**config.mk**
```make
export PLATFORM = sky130hd
export DESIGN_NAME = lsu_ctrl
export DESIGN_NICKNAME = d
export VERILOG_FILES = /design/src/rtl/lsu_ctrl.sv
export SDC_FILE = /design/constraint.sdc
export NUM_CORES = 1
export LEC_CHECK = 0
export ABC_AREA = 0
export CELL_PAD_IN_SITES_DETAIL_PLACEMENT = 1
export CELL_PAD_IN_SITES_GLOBAL_PLACEMENT = 1
export CORE_MARGIN = 10
export CORE_UTILIZATION = 36
export DETAILED_ROUTE_END_ITERATION = 16
export GPL_TIMING_DRIVEN = 0
export PLACE_DENSITY_LB_ADDON = 0.3
export SETUP_SLACK_MARGIN = 0.4
export SYNTH_ARGS = -nofsm -noshare
export SYNTH_HDL_FRONTEND = slang
export SYNTH_SLANG_ARGS = --single-unit
```
**constraint.sdc**
```tcl
create_clock -name CLK -period 5 [get_ports CLK]
set_input_delay 1 -clock CLK [delete_from_list [all_inputs] [get_ports CLK]]
set_output_delay 1 -clock CLK [all_outputs]
set_load 0.01 [all_outputs]
```
**src/rtl/lsu_ctrl.sv**
```systemverilog
// Load/store unit controller: byte/halfword/word MIPS loads and stores over a word-only
// memory port, using read-modify-write for sub-word stores and a per-access ack timeout.
module lsu_ctrl #(
   parameter int TIMEOUT = 15
) (
   input  logic        CLK,
   input  logic        reset,
   input  logic        start,
   input  logic [5:0]  op,
   input  logic [31:0] addr,
   input  logic [31:0] wdata,
   output logic        busy,
   output logic        done,
   output logic [31:0] rdata,
   output logic [1:0]  err,
   output logic        mem_req,
   output logic        mem_we,
   output logic [31:0] mem_addr,
   output logic [31:0] mem_wdata,
   input  logic [31:0] mem_rdata,
   input  logic        mem_ack
);

   localparam logic [5:0] OP_LB  = 6'h20;
   localparam logic [5:0] OP_LH  = 6'h21;
   localparam logic [5:0] OP_LW  = 6'h23;
   localparam logic [5:0] OP_LBU = 6'h24;
   localparam logic [5:0] OP_LHU = 6'h25;
   localparam logic [5:0] OP_SB  = 6'h28;
   localparam logic [5:0] OP_SH  = 6'h29;
   localparam logic [5:0] OP_SW  = 6'h2B;

   typedef enum logic [1:0] {S_IDLE = 2'd0, S_RD = 2'd1, S_WR = 2'd2, S_DONE = 2'd3} state_t;

   state_t      r_state;
   state_t      w_state_next;
   logic [3:0]  r_op;
   logic [31:0] r_addr;
   logic [15:0] r_wdata;
   logic [31:0] r_mem_wdata;
   logic [31:0] r_rdata;
   logic [1:0]  r_err;
   logic [7:0]  r_cnt;

   logic        w_accept;
   logic        w_legal;
   logic        w_misalign;
   logic        w_in_mem;
   logic        w_timeout;
   logic        w_is_load;
   logic        w_is_half;
   logic        w_signed;
   logic [7:0]  w_lane_byte;
   logic [15:0] w_lane_half;
   logic [31:0] w_load_data;
   logic [31:0] w_merged;

   // Low opcode nibble encodes the access: bit3 store, bit2 unsigned, bits1:0 size.
   assign w_accept  = start && (r_state == S_IDLE);
   assign w_in_mem  = (r_state == S_RD) || (r_state == S_WR);
   assign w_timeout = w_in_mem && !mem_ack && (r_cnt == 8'(TIMEOUT - 1));
   assign w_is_load = !r_op[3];
   assign w_is_half = (r_op[1:0] == 2'b01);
   assign w_signed  = !r_op[2];

   always_comb begin
      w_legal    = 1'b0;
      w_misalign = 1'b0;
      case (op)
         OP_LB, OP_LBU, OP_SB: w_legal = 1'b1;
         OP_LH, OP_LHU, OP_SH: begin
            w_legal    = 1'b1;
            w_misalign = addr[0];
         end
         OP_LW, OP_SW: begin
            w_legal    = 1'b1;
            w_misalign = |addr[1:0];
         end
         default: ;
      endcase
   end

   assign w_lane_byte = mem_rdata[{r_addr[1:0], 3'b000} +: 8];
   assign w_lane_half = mem_rdata[{r_addr[1], 4'b0000} +: 16];

   always_comb begin
      w_load_data = mem_rdata;
      case (r_op[1:0])
         2'b00:   w_load_data = {{24{w_signed & w_lane_byte[7]}}, w_lane_byte};
         2'b01:   w_load_data = {{16{w_signed & w_lane_half[15]}}, w_lane_half};
         default: ;
      endcase
   end

   for (genvar gi = 0; gi < 4; gi++) begin : g_lane
      logic w_hit;
      assign w_hit = w_is_half ? (r_addr[1] == 1'(gi / 2)) : (r_addr[1:0] == 2'(gi));
      assign w_merged[8*gi +: 8] = !w_hit    ? mem_rdata[8*gi +: 8] :
                                   w_is_half ? r_wdata[8*(gi % 2) +: 8] : r_wdata[7:0];
   end

   always_ff @(posedge CLK) begin
      if (!reset) r_state <= S_IDLE;
      else        r_state <= w_state_next;
   end

   always_comb begin
      w_state_next = r_state;
      case (r_state)
         S_IDLE: begin
            if (w_accept) begin
               if (!w_legal || w_misalign) w_state_next = S_DONE;
               else if (op == OP_SW)       w_state_next = S_WR;
               else                        w_state_next = S_RD;
            end
         end
         S_RD: begin
            if (mem_ack)        w_state_next = w_is_load ? S_DONE : S_WR;
            else if (w_timeout) w_state_next = S_DONE;
         end
         S_WR:    if (mem_ack || w_timeout) w_state_next = S_DONE;
         S_DONE:  w_state_next = S_IDLE;
         default: w_state_next = S_IDLE;
      endcase
   end

   always_comb begin
      busy    = (r_state != S_IDLE);
      done    = (r_state == S_DONE);
      mem_req = w_in_mem;
      mem_we  = (r_state == S_WR);
   end

   assign mem_addr  = {r_addr[31:2], 2'b00};
   assign mem_wdata = r_mem_wdata;
   assign rdata     = r_rdata;
   assign err       = r_err;

   always_ff @(posedge CLK) begin
      if (!reset) begin
         r_op        <= '0;
         r_addr      <= '0;
         r_wdata     <= '0;
         r_mem_wdata <= '0;
         r_rdata     <= '0;
         r_err       <= 2'b00;
         r_cnt       <= '0;
      end else begin
         if (w_accept) begin
            r_op    <= op[3:0];
            r_addr  <= addr;
            r_wdata <= wdata[15:0];
            if (!w_legal) begin
               r_err   <= 2'b10;
               r_rdata <= '0;
            end else if (w_misalign) begin
               r_err   <= 2'b01;
               r_rdata <= '0;
            end else begin
               r_err <= 2'b00;
               if (op == OP_SW) r_mem_wdata <= wdata;
            end
         end
         if ((r_state == S_RD) && mem_ack) begin
            if (w_is_load) r_rdata     <= w_load_data;
            else           r_mem_wdata <= w_merged;
         end else if (w_timeout) begin
            r_err   <= 2'b11;
            r_rdata <= '0;
         end
         // Counts no-ack cycles; any state change (including RD->WR) restarts it.
         if (w_in_mem && (w_state_next == r_state)) r_cnt <= r_cnt + 8'd1;
         else                                       r_cnt <= '0;
      end
   end

endmodule

```
==> run_results.csv <==
group,metric,value,unit
status,status,"complete, no violations",
clock_tree,root_buffer,"clkbuf_16",
final_layout,fin_nets,1144,
grt,overflow,0,
clock_tree,cts_resized,0,
logic_synthesis,async_reset_ff_frac,0,
drt,num_vias,6795,
logic_synthesis,syn_inst,808,
floorplan,io_pins,208,
drt,drt_iter0_markers,344,
pwr,peakVddDrop,0.000262,V
final_layout,syn2layout_area_growth,44.5,%
timing,timing.setup.tns,0,ns
timing,finalCritPeriodShare,0.612,
hold_path,hold_path_class,"reg -> reg",
clock_tree,numClockSinks,128,
timing,hold_viol,0,
clock_tree,cts_setup_buffers,0,
clock_tree,cts_buffers,17,
final_layout,layout-drive-gt1-share,0.0950,
logic_synthesis,ys_top_cells_by_area,"dfxtp_1, nand2_1, a21boi_0, buf_4, a21oi_1",
worst_setup_path,cp-start-kind,"register",
drt,first_pass_iters,5,
logic_synthesis,synth_top_area_share,0.395,
worst_setup_path,crit_path_end_kind,"output pin",
drt,drc,0,
clock_tree,tritoncts,"built",
pwr,power.leakage,3.40,nW
drt,vias_per_cell,5.34,
clock_tree,h-tree-depth,4,
logic_synthesis,avgSynthCellArea,8.03,sq um
timing,final-max-slew-violation-count,0,
worst_setup_path,critical_path_required,4.00,ns
timing,fmax,0.327,GHz
pwr,switching_share,0.341,
worst_setup_path,critical_path_class,"reg -> out",
floorplan,fp-row-count,49,
drt,wirelength,25800,microns
clock_tree,cts.reportedPaths.clkPinSlew,0.06,ns
logic_synthesis,synth_top_cell_by_area,"dfxtp_1",
logic_synthesis,yosysMostFrequentCell,"nand2_1",
timing,rsz0062_at_grt,"no",
logic_synthesis,seq_area_frac_synth,0.395,
drt,drtAntennaViolNets,0,
timing,finalSetupViolations,0,
clock_tree,clk_latency,0.42,ns
floorplan,die-width,154,microns
worst_setup_path,critical_path.max_fanout,9,
pwr,p_per_area,401,nW/um^2
logic_synthesis,syn-cell-area,6490,sq um
floorplan,dieArea,23800,sq um
timing,period_minus_slack,3.06,ns
logic_synthesis,synthFlopType,"dfxtp_1",
timing,tightest_slew,0.651,ns
floorplan,start_util,0.364,
pwr,power_switching,0.00128,W
drt,avgRoutedWirePerCell,20.2,microns
logic_synthesis,ys_warn_count,0,
logic_synthesis,synth_seq_cells,128,
clock_tree,cts_hold_buf,0,
timing,skew,0.0114,ns
logic_synthesis,netlist_top_cells_count,"nand2_1, dfxtp_1, a21boi_0, a21oi_1, o21ai_0",
place,place_hpwl,20200,microns
run,timing.max_cap.violations,0,
grt,grt_max_degree,17,
grt,grt_use_total,0.211,
place,port_buffers,203,
logic_synthesis,ys_types,52,
timing,fin_hold_ws,0.463,ns
worst_setup_path,arrival,2.06,ns
pwr,power_frac_comb,0.350,
final_layout,post-route-util,0.525,
pwr,p_seq_frac,0.335,
logic_synthesis,synth_edf_count,0,
grt,grt_pass1_vias,7174,
timing,maxSlewHeadroom,0.565,
floorplan,core,17800,sq um
pwr,clkPwrFrac,0.315,
pwr,p_int,0.00248,W
grt,antenna_found_initial,2,
grt,grt_pass1_wl,40200,microns
clock_tree,cts_buffer_depth,2,
place,gp_congestion,0.903,
floorplan,dieHeight,154,microns
-- sequential cells by signal, summed over array words and instances (netlist names) --
signal and flops:
err 2, mem_wdata 32, r_addr 32, r_cnt 8, r_op 4, r_state 2
r_wdata 16, rdata 32
-- metrics by stage --
| step | total power [W] | area (sq um) | std cells | setup slack, ns |
|---|---|---|---|---|
| 3_5_place_dp | 0.00259 | 8810 | 1241 | 1.72 |
| 2_1_floorplan | 0.00202 | 6490 | 809 | 2.68 |
| 3_3_place_gp | 0.00256 | 8810 | 1241 | 1.72 |
| 4_1_cts | 0.00378 | 9370 | 1271 | 1.92 |
| 5_1_grt | 0.00397 | 9370 | 1271 | 1.80 |
| 6_report | 0.00376 | 9370 | 1273 | 1.94 |
-- placed cells by master, fill, tap and decap left out, drive strengths merged, types with 8 or more instances in the layout --
master	synthesis	routed
o21ai	46	46
buf	54	54
a21oi	49	49
nand3	14	14
mux2	18	18
a221oi	8	8
a21o	8	8
mux2i	11	11
a21boi	54	54
a31oi	32	32
o2bb2a	8	8
clkbuf	37	58
a2bb2oi	8	8
clkdlybuf4s50	0	203
nand2b	13	13
dfxtp	128	128
nor3	8	8
nand2	194	194
nor2	21	21
nor2b	12	12
a211oi	26	26
-- layout make-up --
| cell class | count | area [sq um] |
|---|---|---|
| tap | 229 | 287 |
| buffer | 91 | 487 |
| sequential | 128 | 2560 |
| multi-input combinational | 582 | 3410 |
| timing repair buffer | 203 | 2030 |
| inverter | 8 | 30.0 |
| clock inverter | 9 | 86.3 |
| clock buffer | 21 | 470 |
| fill | 2194 | 8470 |
| antenna | 2 | 5.00 |
-- worst max-delay path, cell delays in order (launching register included) --
cell and delay [ns]:
dfxtp_1 0.51, inv_1 0.21, ha_1 0.38, clkdlybuf4s50_1 0.55
-- per-layer routing --
metal | GRT usage | routed length (microns) | up-vias
li1 | - | - | 3248
met1 | 0.248 | 10900 | 3286
met4 | 0.0670 | 515 | 0
met5 | 0 | 0 | -
met3 | 0.0910 | 2530 | 33
met2 | 0.339 | 11800 | 228
-- kinds of logic after synthesis --
logic type	synth area share
compound gates	0.271
xor+xnor	0.00945
fa+ha+maj	0.0135
buf+inv	0.0797
flops	0.395
mux	0.0482
other cells	0.000578
simple gates	0.183
-- worst paths after layout --
| path | depth (start not counted) | start | to | slack (ns) |
|---|---|---|---|---|
| worst min-delay path | 2 | r_addr[13]$_SDFFE_PN0P_ | r_addr[13]$_SDFFE_PN0P_ | 0.46 |
| worst max-delay path | 3 | r_state[1]$_SDFF_PN0_ | mem_req | 1.94 |
| worst max register to register | 9 | r_state[1]$_SDFF_PN0_ | rdata[14]$_SDFF_PN0_ | 2.37 |
| worst min register to register | 2 | r_addr[13]$_SDFFE_PN0P_ | r_addr[13]$_SDFFE_PN0P_ | 0.46 |
-- power by group through the flow --
stage | Sequential (W) | Combinational [W] | Clock [W]
after floorplan | 0.00127 | 0.000751 | 0
final | 0.00126 | 0.00132 | 0.00118
after global placement | 0.00127 | 0.00129 | 0
after detailed placement | 0.00128 | 0.00131 | 0
after CTS | 0.00126 | 0.00133 | 0.00120
after global routing | 0.00128 | 0.00145 | 0.00125
No activity file was read; power rests on OpenSTA's default activity.
